[src/rtl/add_sub_pkg.sv]
// Shared types and default sizing for the serial add/sub controller.
package add_sub_pkg;

  localparam int unsigned DEFAULT_WIDTH = 16;
  localparam int unsigned DEFAULT_SLICE = 4;

  // Controller phases: waiting for operands, rippling slices, presenting the result.
  typedef enum logic [1:0] {
    StIdle = 2'd0,
    StCalc = 2'd1,
    StDone = 2'd2
  } state_t;

endpackage

[src/rtl/slice_add_sub.sv]
// Combinational SLICE-bit ripple-carry adder/subtractor; b is inverted when sub is set.
module slice_add_sub #(
  parameter int unsigned SLICE = 4
) (
  input  logic [SLICE-1:0] a,
  input  logic [SLICE-1:0] b,
  input  logic             sub,
  input  logic             cin,
  output logic [SLICE-1:0] sum,
  output logic             cout
);

  logic [SLICE-1:0] w_b;
  logic [SLICE-1:0] w_sum;
  logic             w_carry;

  assign w_b = b ^ {SLICE{sub}};

  // Ripple the carry bit by bit from the LSB.
  always_comb begin
    w_carry = cin;
    w_sum   = '0;
    for (int i = 0; i < SLICE; i++) begin
      w_sum[i] = a[i] ^ w_b[i] ^ w_carry;
      w_carry  = (a[i] & w_b[i]) | (w_carry & (a[i] ^ w_b[i]));
    end
  end

  assign sum  = w_sum;
  assign cout = w_carry;

endmodule

[src/rtl/serial_add_sub_ctrl.sv]
// Serial add/sub: one shared SLICE-bit slice processes the operands LSB slice first,
// with a valid/ready request side and a valid/ready result side.
module serial_add_sub_ctrl
  import add_sub_pkg::*;
#(
  parameter int unsigned WIDTH = DEFAULT_WIDTH,
  parameter int unsigned SLICE = DEFAULT_SLICE
) (
  input  logic             clk,
  input  logic             rst,
  input  logic             in_valid,
  output logic             in_ready,
  input  logic             sub,
  input  logic [WIDTH-1:0] a,
  input  logic [WIDTH-1:0] b,
  output logic             out_valid,
  input  logic             out_ready,
  output logic [WIDTH-1:0] sum,
  output logic             ca,
  output logic             ovf
);

  localparam int unsigned NumSlices = WIDTH / SLICE;
  localparam int unsigned IdxW      = (NumSlices > 1) ? $clog2(NumSlices) : 1;
  localparam logic [IdxW-1:0] LastIdx = IdxW'(NumSlices - 1);

  generate
    if ((WIDTH % SLICE) != 0) begin : g_bad_width
      $fatal(1, "serial_add_sub_ctrl: WIDTH must be a multiple of SLICE");
    end
  endgenerate

  state_t           r_state;
  state_t           w_state_next;
  logic [WIDTH-1:0] r_a;
  logic [WIDTH-1:0] r_b;
  logic             r_sub;
  logic [IdxW-1:0]  r_idx;
  logic             r_carry;
  logic [WIDTH-1:0] r_sum;
  logic             r_ca;
  logic             r_ovf;

  logic             w_accept;
  logic             w_last;
  logic [SLICE-1:0] w_a_slice;
  logic [SLICE-1:0] w_b_slice;
  logic [SLICE-1:0] w_slice_sum;
  logic             w_slice_cout;
  logic             w_b_msb;

  assign w_accept  = in_valid && (r_state == StIdle);
  assign w_last    = (r_idx == LastIdx);
  assign w_a_slice = r_a[r_idx*SLICE +: SLICE];
  assign w_b_slice = r_b[r_idx*SLICE +: SLICE];
  // MSB of the effective second operand (inverted for subtraction).
  assign w_b_msb   = r_b[WIDTH-1] ^ r_sub;

  slice_add_sub #(
    .SLICE (SLICE)
  ) u_slice (
    .a    (w_a_slice),
    .b    (w_b_slice),
    .sub  (r_sub),
    .cin  (r_carry),
    .sum  (w_slice_sum),
    .cout (w_slice_cout)
  );

  // State register.
  always_ff @(posedge clk) begin
    if (rst) begin
      r_state <= StIdle;
    end else begin
      r_state <= w_state_next;
    end
  end

  // Next-state and handshake outputs.
  always_comb begin
    w_state_next = r_state;
    in_ready     = 1'b0;
    out_valid    = 1'b0;
    unique case (r_state)
      StIdle: begin
        in_ready = 1'b1;
        if (in_valid) w_state_next = StCalc;
      end
      StCalc: begin
        if (w_last) w_state_next = StDone;
      end
      StDone: begin
        out_valid = 1'b1;
        if (out_ready) w_state_next = StIdle;
      end
      default: w_state_next = StIdle;
    endcase
  end

  // Operand capture and per-slice datapath; results only change while calculating.
  always_ff @(posedge clk) begin
    if (rst) begin
      r_a     <= '0;
      r_b     <= '0;
      r_sub   <= 1'b0;
      r_idx   <= '0;
      r_carry <= 1'b0;
      r_sum   <= '0;
      r_ca    <= 1'b0;
      r_ovf   <= 1'b0;
    end else if (w_accept) begin
      r_a     <= a;
      r_b     <= b;
      r_sub   <= sub;
      r_idx   <= '0;
      // Carry-in of 1 completes the two's-complement negation of b.
      r_carry <= sub;
    end else if (r_state == StCalc) begin
      r_sum[r_idx*SLICE +: SLICE] <= w_slice_sum;
      r_carry                     <= w_slice_cout;
      r_idx                       <= r_idx + 1'b1;
      if (w_last) begin
        r_ca  <= w_slice_cout;
        r_ovf <= (r_a[WIDTH-1] == w_b_msb) && (w_slice_sum[SLICE-1] != r_a[WIDTH-1]);
      end
    end
  end

  assign sum = r_sum;
  assign ca  = r_ca;
  assign ovf = r_ovf;

endmodule

[config.mk]
export PLATFORM = sky130hd
export DESIGN_NAME = serial_add_sub_ctrl
export DESIGN_NICKNAME = d
export VERILOG_FILES = /design/src/rtl/add_sub_pkg.sv /design/src/rtl/slice_add_sub.sv /design/src/rtl/serial_add_sub_ctrl.sv
export SDC_FILE = /design/constraint.sdc
export NUM_CORES = 1
export LEC_CHECK = 0
export CELL_PAD_IN_SITES_DETAIL_PLACEMENT = 1
export CELL_PAD_IN_SITES_GLOBAL_PLACEMENT = 1
export CORE_AREA = 2 2 82 84
export DETAILED_ROUTE_END_ITERATION = 8
export DIE_AREA = 0 0 84 86
export DONT_BUFFER_PORTS = 1
export PLACE_DENSITY_LB_ADDON = 0.1
export SLEW_MARGIN = 25
export SYNTH_ARGS = -nofsm -noshare
export SYNTH_HDL_FRONTEND = slang
export SYNTH_SLANG_ARGS = --single-unit
[constraint.sdc]
create_clock -name clk -period 3.45 [get_ports clk]
set_input_delay 1.035 -clock clk [delete_from_list [all_inputs] [get_ports clk]]
set_output_delay 1.035 -clock clk [all_outputs]
set_load 0.01 [all_outputs]
Yosys cells after proc, flatten, opt, wreduce, memory -nomap -nowiden
Cells that the tools add are included.

word-level totals
  input bits = 37
  flip-flop bits (word level) = 56
  output and inout port bits = 20
  logic and storage cells = 63

cells by class
  muxes and demuxes = 9
  bitwise operators = 23
  reductions and logical operators = 8
  add/subtract/negate cells = 2
  eq/ne operators = 8
  shifts and indexed selects = 4

operator list
  cell                                                                      count
  4-bit negator with 34-bit output                                          1
  4-bit by 34-bit variable shift with 16-bit output (first input constant)  1
  4-bit by 34-bit indexed part select with 16-bit output                    1
  16-bit by 5-bit indexed part select with 4-bit output                     2
  16-bit bitwise mux                                                        1
  1-bit bitwise XOR                                                         9
  1-bit AND                                                                 8
  2-bit 2-to-1 mux                                                          3
  2-bit != test (second input constant)                                     3
  2-bit case mux with 3 select lines                                        1
  3-bit AND reduction                                                       2
  2-bit equality test (second input constant)                               2
  1-bit 2-to-1 mux                                                          4
  1-bit OR                                                                  4
  4-bit bitwise XOR                                                         1
  2-bit by 1-bit adder with 2-bit output (second input constant)            1
  2-bit by 1-bit equality test with 1-bit output (second input constant)    1
  1-bit logical AND                                                         2
  2-bit logical NOT                                                         1
  2-bit AND reduction                                                       1
  2-bit nonzero test                                                        1
  2-bit OR reduction                                                        1
  1-bit equality test                                                       1
  1-bit != test                                                             1
  1-bit NOT                                                                 1

Depth between registers and ports, before layout
  depth after elaboration = 13
  depth in mapped cells = 10
  gate-level depth less buffers = 9

Hierarchy
From an unflattened synthesis, not the netlist that was laid out.

second synthesis, totals
  cell total of the unflattened synthesis = 289
  area total of the unflattened synthesis = 2,548.7 sq um

by module, submodules not included
  module               cells an instance  sequential area each (sq um)  area an instance (sq um)  instances
  serial_add_sub_ctrl  273                1,121.1                       2,403.6                   1
  slice_add_sub        16                 0.0                           145.1                     1

Worst setup path after synthesis
Ideal clock, no wire load.

  path kind = register -> register
  start = reg r_idx[0]
  end = reg r_sum[3] (netlist: sum[3])
  path slack = 0.101 ns
  library setup time = 0.070 ns
  stages on the path, launching flop included = 11
  buffers on the path = 1
  required time = 3.380 ns
  arrival = 3.279 ns
  period minus slack after synthesis = 3.349 ns
  cell sequence = dfxtp_1 > buf_6 > mux4_2 > xor2_1 > fa_1 > inv_1 > fa_1 > fa_1 > fa_1 > or4_1 > a21oi_1

on the way
  longest elaborated chain between the ends = 12
  elaborated cells between the ends (all ways) = 24
  those cells by class = add/sub (1); shift (4); mux (1); bitwise (18)

RTL lines
  item                                                    RTL line                                  RTL
  from (decl)                                             serial_add_sub_ctrl.sv:38                 logic [IdxW-1:0] r_idx;
  from (signal assigned)                                  serial_add_sub_ctrl.sv:121                r_idx <= r_idx + 1'b1;
  16-bit by 5-bit indexed part select with 4-bit output   serial_add_sub_ctrl.sv:55                 assign w_b_slice = r_b[r_idx*SLICE +: SLICE];
  4-bit bitwise XOR                                       slice_add_sub.sv:17                       assign w_b = b ^ {SLICE{sub}};
  1-bit bitwise XOR                                       slice_add_sub.sv:24, slice_add_sub.sv:25
  1-bit AND                                               slice_add_sub.sv:25                       w_carry = (a[i] & w_b[i]) | (w_carry & (a[i] ^ w_b[i]));
  1-bit OR                                                slice_add_sub.sv:25
  1-bit AND                                               slice_add_sub.sv:25
  1-bit OR                                                slice_add_sub.sv:25
  1-bit AND                                               slice_add_sub.sv:25
  1-bit OR                                                slice_add_sub.sv:25
  1-bit bitwise XOR                                       slice_add_sub.sv:24                       w_sum[i] = a[i] ^ w_b[i] ^ w_carry;
  4-bit by 34-bit indexed part select with 16-bit output  serial_add_sub_ctrl.sv:119                r_sum[r_idx*SLICE +: SLICE] <= w_slice_sum;
  16-bit bitwise mux (*)                                  serial_add_sub_ctrl.sv:119
  to (signal, indexed assignment)                         serial_add_sub_ctrl.sv:119
  to (decl)                                               serial_add_sub_ctrl.sv:40                 logic [WIDTH-1:0] r_sum;

Mark *: on every way between the ends. The rest lies on a longest branch, timed or not.
A chain may end at the register's enable or synchronous reset.

Worst setup path after layout
Same ends and word-level chain as after synthesis.

==> out/metrics.csv <==
stage;metric;value;unit
finish;sequential cell area;1120;sq um
placement;Final Wtd Congestion;0.764;
hold_path;worst min-delay path class;reg -> reg;
floorplanning;# rows;29;
placement;pre-CTS setup slack;0.0270;ns
route;remaining routing DRC violations;0;
setup_path;critical path launch point type;flip-flop;
route;wire per inst;16.2;microns
setup_path;Worst EP arrival;3.53;ns
clock_network;htree depth;2;
global_route;Tot GR Track Use;16.4;%
logic_synthesis;EDFF count, synth;0;
sta;RSZ-0062 raised after global routing;false;
logic_synthesis;post-synthesis mux area share;7.35;%
finish;# fillers;749;
logic_synthesis;post-synthesis compound-gate area fraction;11.7;%
logic_synthesis;xor and xnor fraction of the mapped netlist area;2.03;%
route;via count;1893;
route;DRT iter0 DRCs;69;
clock_network;CTS tree;built;
floorplanning;die width;84;microns
logic_synthesis;Async SR Flop Fraction;0;%
placement;DP Cell Count;348;
global_route;vias in the first global route;1957;
sta;Slew Limit Fails;0;
logic_synthesis;flops & latches, synth;56;
setup_path;kind of critical path;reg -> reg;
clock_network;Reg clk slew, reported paths;0.11;ns
power;Pwr per Cell Area;457;nW/um^2
finish;Antenna Cells;0;
job;max-cap violations;0;
logic_synthesis;Synth Area in Adders;6.00;%
sta;setup TNS;0;ns
logic_synthesis;main combinational cell family by area after synthesis;simple AND/OR/NAND/NOR gates;
floorplanning;core region area;6280;sq um
sta;Hold Fails Final Rpt;0;
status;status;finished clean;
logic_synthesis;Syn Std Cell Area;2590;sq um
power;worst vdd ir;0.189;mV
finish;Non-Filler Instances;356;
global_route;GR Overflow Total;0;
global_route;pin count of the biggest net entering global routing;57;
clock_network;Max Root-Sink Buffers;2;
global_route;first-pass GRT wire length;9.60;mm
logic_synthesis;Post-Synthesis Cells;286;
clock_network;CTS Root Cell;clkbuf_8;
logic_synthesis;Top FF cell, synth;dfxtp_1;
clock_network;Num CTS Buffers;5;
power;Overall Power;1.24;mW
setup_path;Required @ worst endpoint;3.69;ns
logic_synthesis;Avg Cell Area, Syn;9.04;sq um
logic_synthesis;Ys Warns;0;
sta;final setup fails;0;
global_route;initial antenna violation count;0;
route;final WL;5.76;mm
logic_synthesis;Unique masters post-synth;38;
floorplanning;Ports;57;
placement;Port Buffers;0;
clock_network;cts hold-fix bufs;0;
sta;period utilisation layout;95.3;%
floorplanning;Initial Utilization;41.2;%
finish;footprint of the multi-input gates;1330;sq um
floorplanning;area of the die;7220;sq um
sta;fmax;304;MHz
placement;Post-DP HPWL;4.13;mm
finish;Final #Nets;325;
sta;worst setup margin;0.162;ns
sta;worst-margin pin slew;0.754;ns
setup_path;largest fanout on the critical path;6;
route;antenna viol nets, final;0;
sta;minimum clock period after layout;3.29;ns
finish;share of layout cells above drive strength 1;10.0;%
floorplanning;Die Y-Extent;86;microns
clock_network;Clock Latency Late Sink;0.31;ns
finish;synth-to-layout area growth;4.93;%
setup_path;Critical Path Sink Type;flip-flop;
logic_synthesis;Post-Synth Simple-Gate Area;23.9;%
logic_synthesis;Mapped Nets;333;
clock_network;postcts setup bufs;0;
route;Vias/cell;5.32;
sta;Slew HR;49.7;%
route;DR pass1 iterations;4;
logic_synthesis;Seq/Total Area, Yosys;43.3;%
sta;final clock skew;0.0111;ns
power;static leakage;0.918;nW
clock_network;Num Clock Sinks;56;
[layer usage]
| metal | GRT usage (%) | part of all wire [%] | up-vias |
|---|---|---|---|
| met2 | 28.0 | 48 | 31 |
| met1 | 21.5 | 48 | 910 |
| met4 | 4.25 | 0.68 | 0 |
| met5 | 0 | 0 | - |
| li1 | - | - | 948 |
| met3 | 3.18 | 2.9 | 4 |
[report_power, final]
group          internal (mW)  switching (mW)  total [mW]
clock                  0.146           0.224       0.371
combinational         0.0742          0.0954       0.170
sequential             0.676          0.0237       0.700
[area by class of cell]
| class | instances | area share (%) |
|---|---|---|
| Multi-Input combinational cell | 203 | 48.9 |
| Sequential cell | 56 | 41.4 |
| Tap cell | 77 | 3.55 |
| Clock buffer | 5 | 2.54 |
| Timing Repair Buffer | 5 | 1.84 |
| Inverter | 7 | 0.968 |
| Clock inverter | 3 | 0.830 |
[metrics by stage]
stage	cell area, sq um	hold WS, ns	utilization, %
final	2710	0.453	43.2
after global routing	2710	0.472	43.2
after CTS	2710	0.456	43.1
after detailed placement	2610	0.441	41.6
after global placement	2610	0.439	41.6
after floorplan	2590	0.433	-
[state kept, by name (all words and copies together) (netlist names)]
signal and count:
r_carry 1, r_b 16, r_state 2, r_a 16, r_idx 2, ca 1, sum 16, ovf 1
r_sub 1
[what timing repair did]
action / 4_1_cts / 5_1_grt
hold endpoints to repair: 0 / 0
endpoints found under the setup margin: 1 / 2
gates resized for setup: 1 / 2
[synthesized netlist by cell type (2+ instances only)]
library cell,instances,area (sq um)
nand4b_1,3,26.3
dfxtp_1,56,1120
a21oi_1,49,245
xor2_1,2,17.5
nand2b_1,4,25.0
mux4_2,8,180
buf_1,2,7.51
buf_4,4,30.0
clkbuf_1,4,15.0
nor2b_1,3,18.8
nor2_1,5,18.8
ha_1,6,75.1
buf_2,7,35.0
buf_6,3,33.8
xnor2_1,4,35.0
nand3_1,2,10.0
nand2_1,80,300
inv_1,7,26.3
fa_1,4,80.1
or4_1,3,22.5
nor3_1,2,10.0
nand3b_1,5,37.5
or3_1,7,43.8
a2bb2oi_1,2,17.5
[cells by family after synthesis]
logic type,Yosys count
DFF,56
muxes,9
adders and majority gates,10
buffers and inverters,27
AOI/OAI and AO/OA,56
and+or+nand+nor,122
xor gates and xnor gates,6
[cells in the final DEF, fill, tap and decap left out, types with 2 or more instances in the layout]
cell type,synthesis,final
xnor2_1,4,4
nand3b_1,5,5
nor2b_1,3,3
nand2_1,80,80
nor3_1,2,2
or4_1,3,3
nor2_1,5,5
a21oi_1,49,49
nand4b_1,3,3
buf_4,4,4
mux4_2,8,8
clkbuf_8,0,5
ha_1,6,6
a2bb2oi_1,2,2
nand2b_1,4,4
fa_1,4,3
nand3_1,2,2
inv_1,7,7
or3_1,7,7
dfxtp_1,56,55
[path summary, 6_finish.rpt]
path / from / endpoint / slack (ns) / cells after the start
max: r_idx[0] / sum[3] / 0.16 / 9
min: r_a[13] / r_a[13] / 0.45 / 2
max reg2reg: r_idx[0] / sum[3] / 0.16 / 9
min reg2reg: r_a[13] / r_a[13] / 0.45 / 2
[worst max-delay path: stages, from the launching register on]
cell and delay, ns:
dfxtp_2 0.38, mux4_2 0.53, xor2_2 0.15, fa_1 0.19, inv_1 0.05, fa_1 0.37, fa_1 0.39, fa_2 0.49
or4_1 0.52, a21oi_1 0.15
No activity file was read; power rests on OpenSTA's default activity.
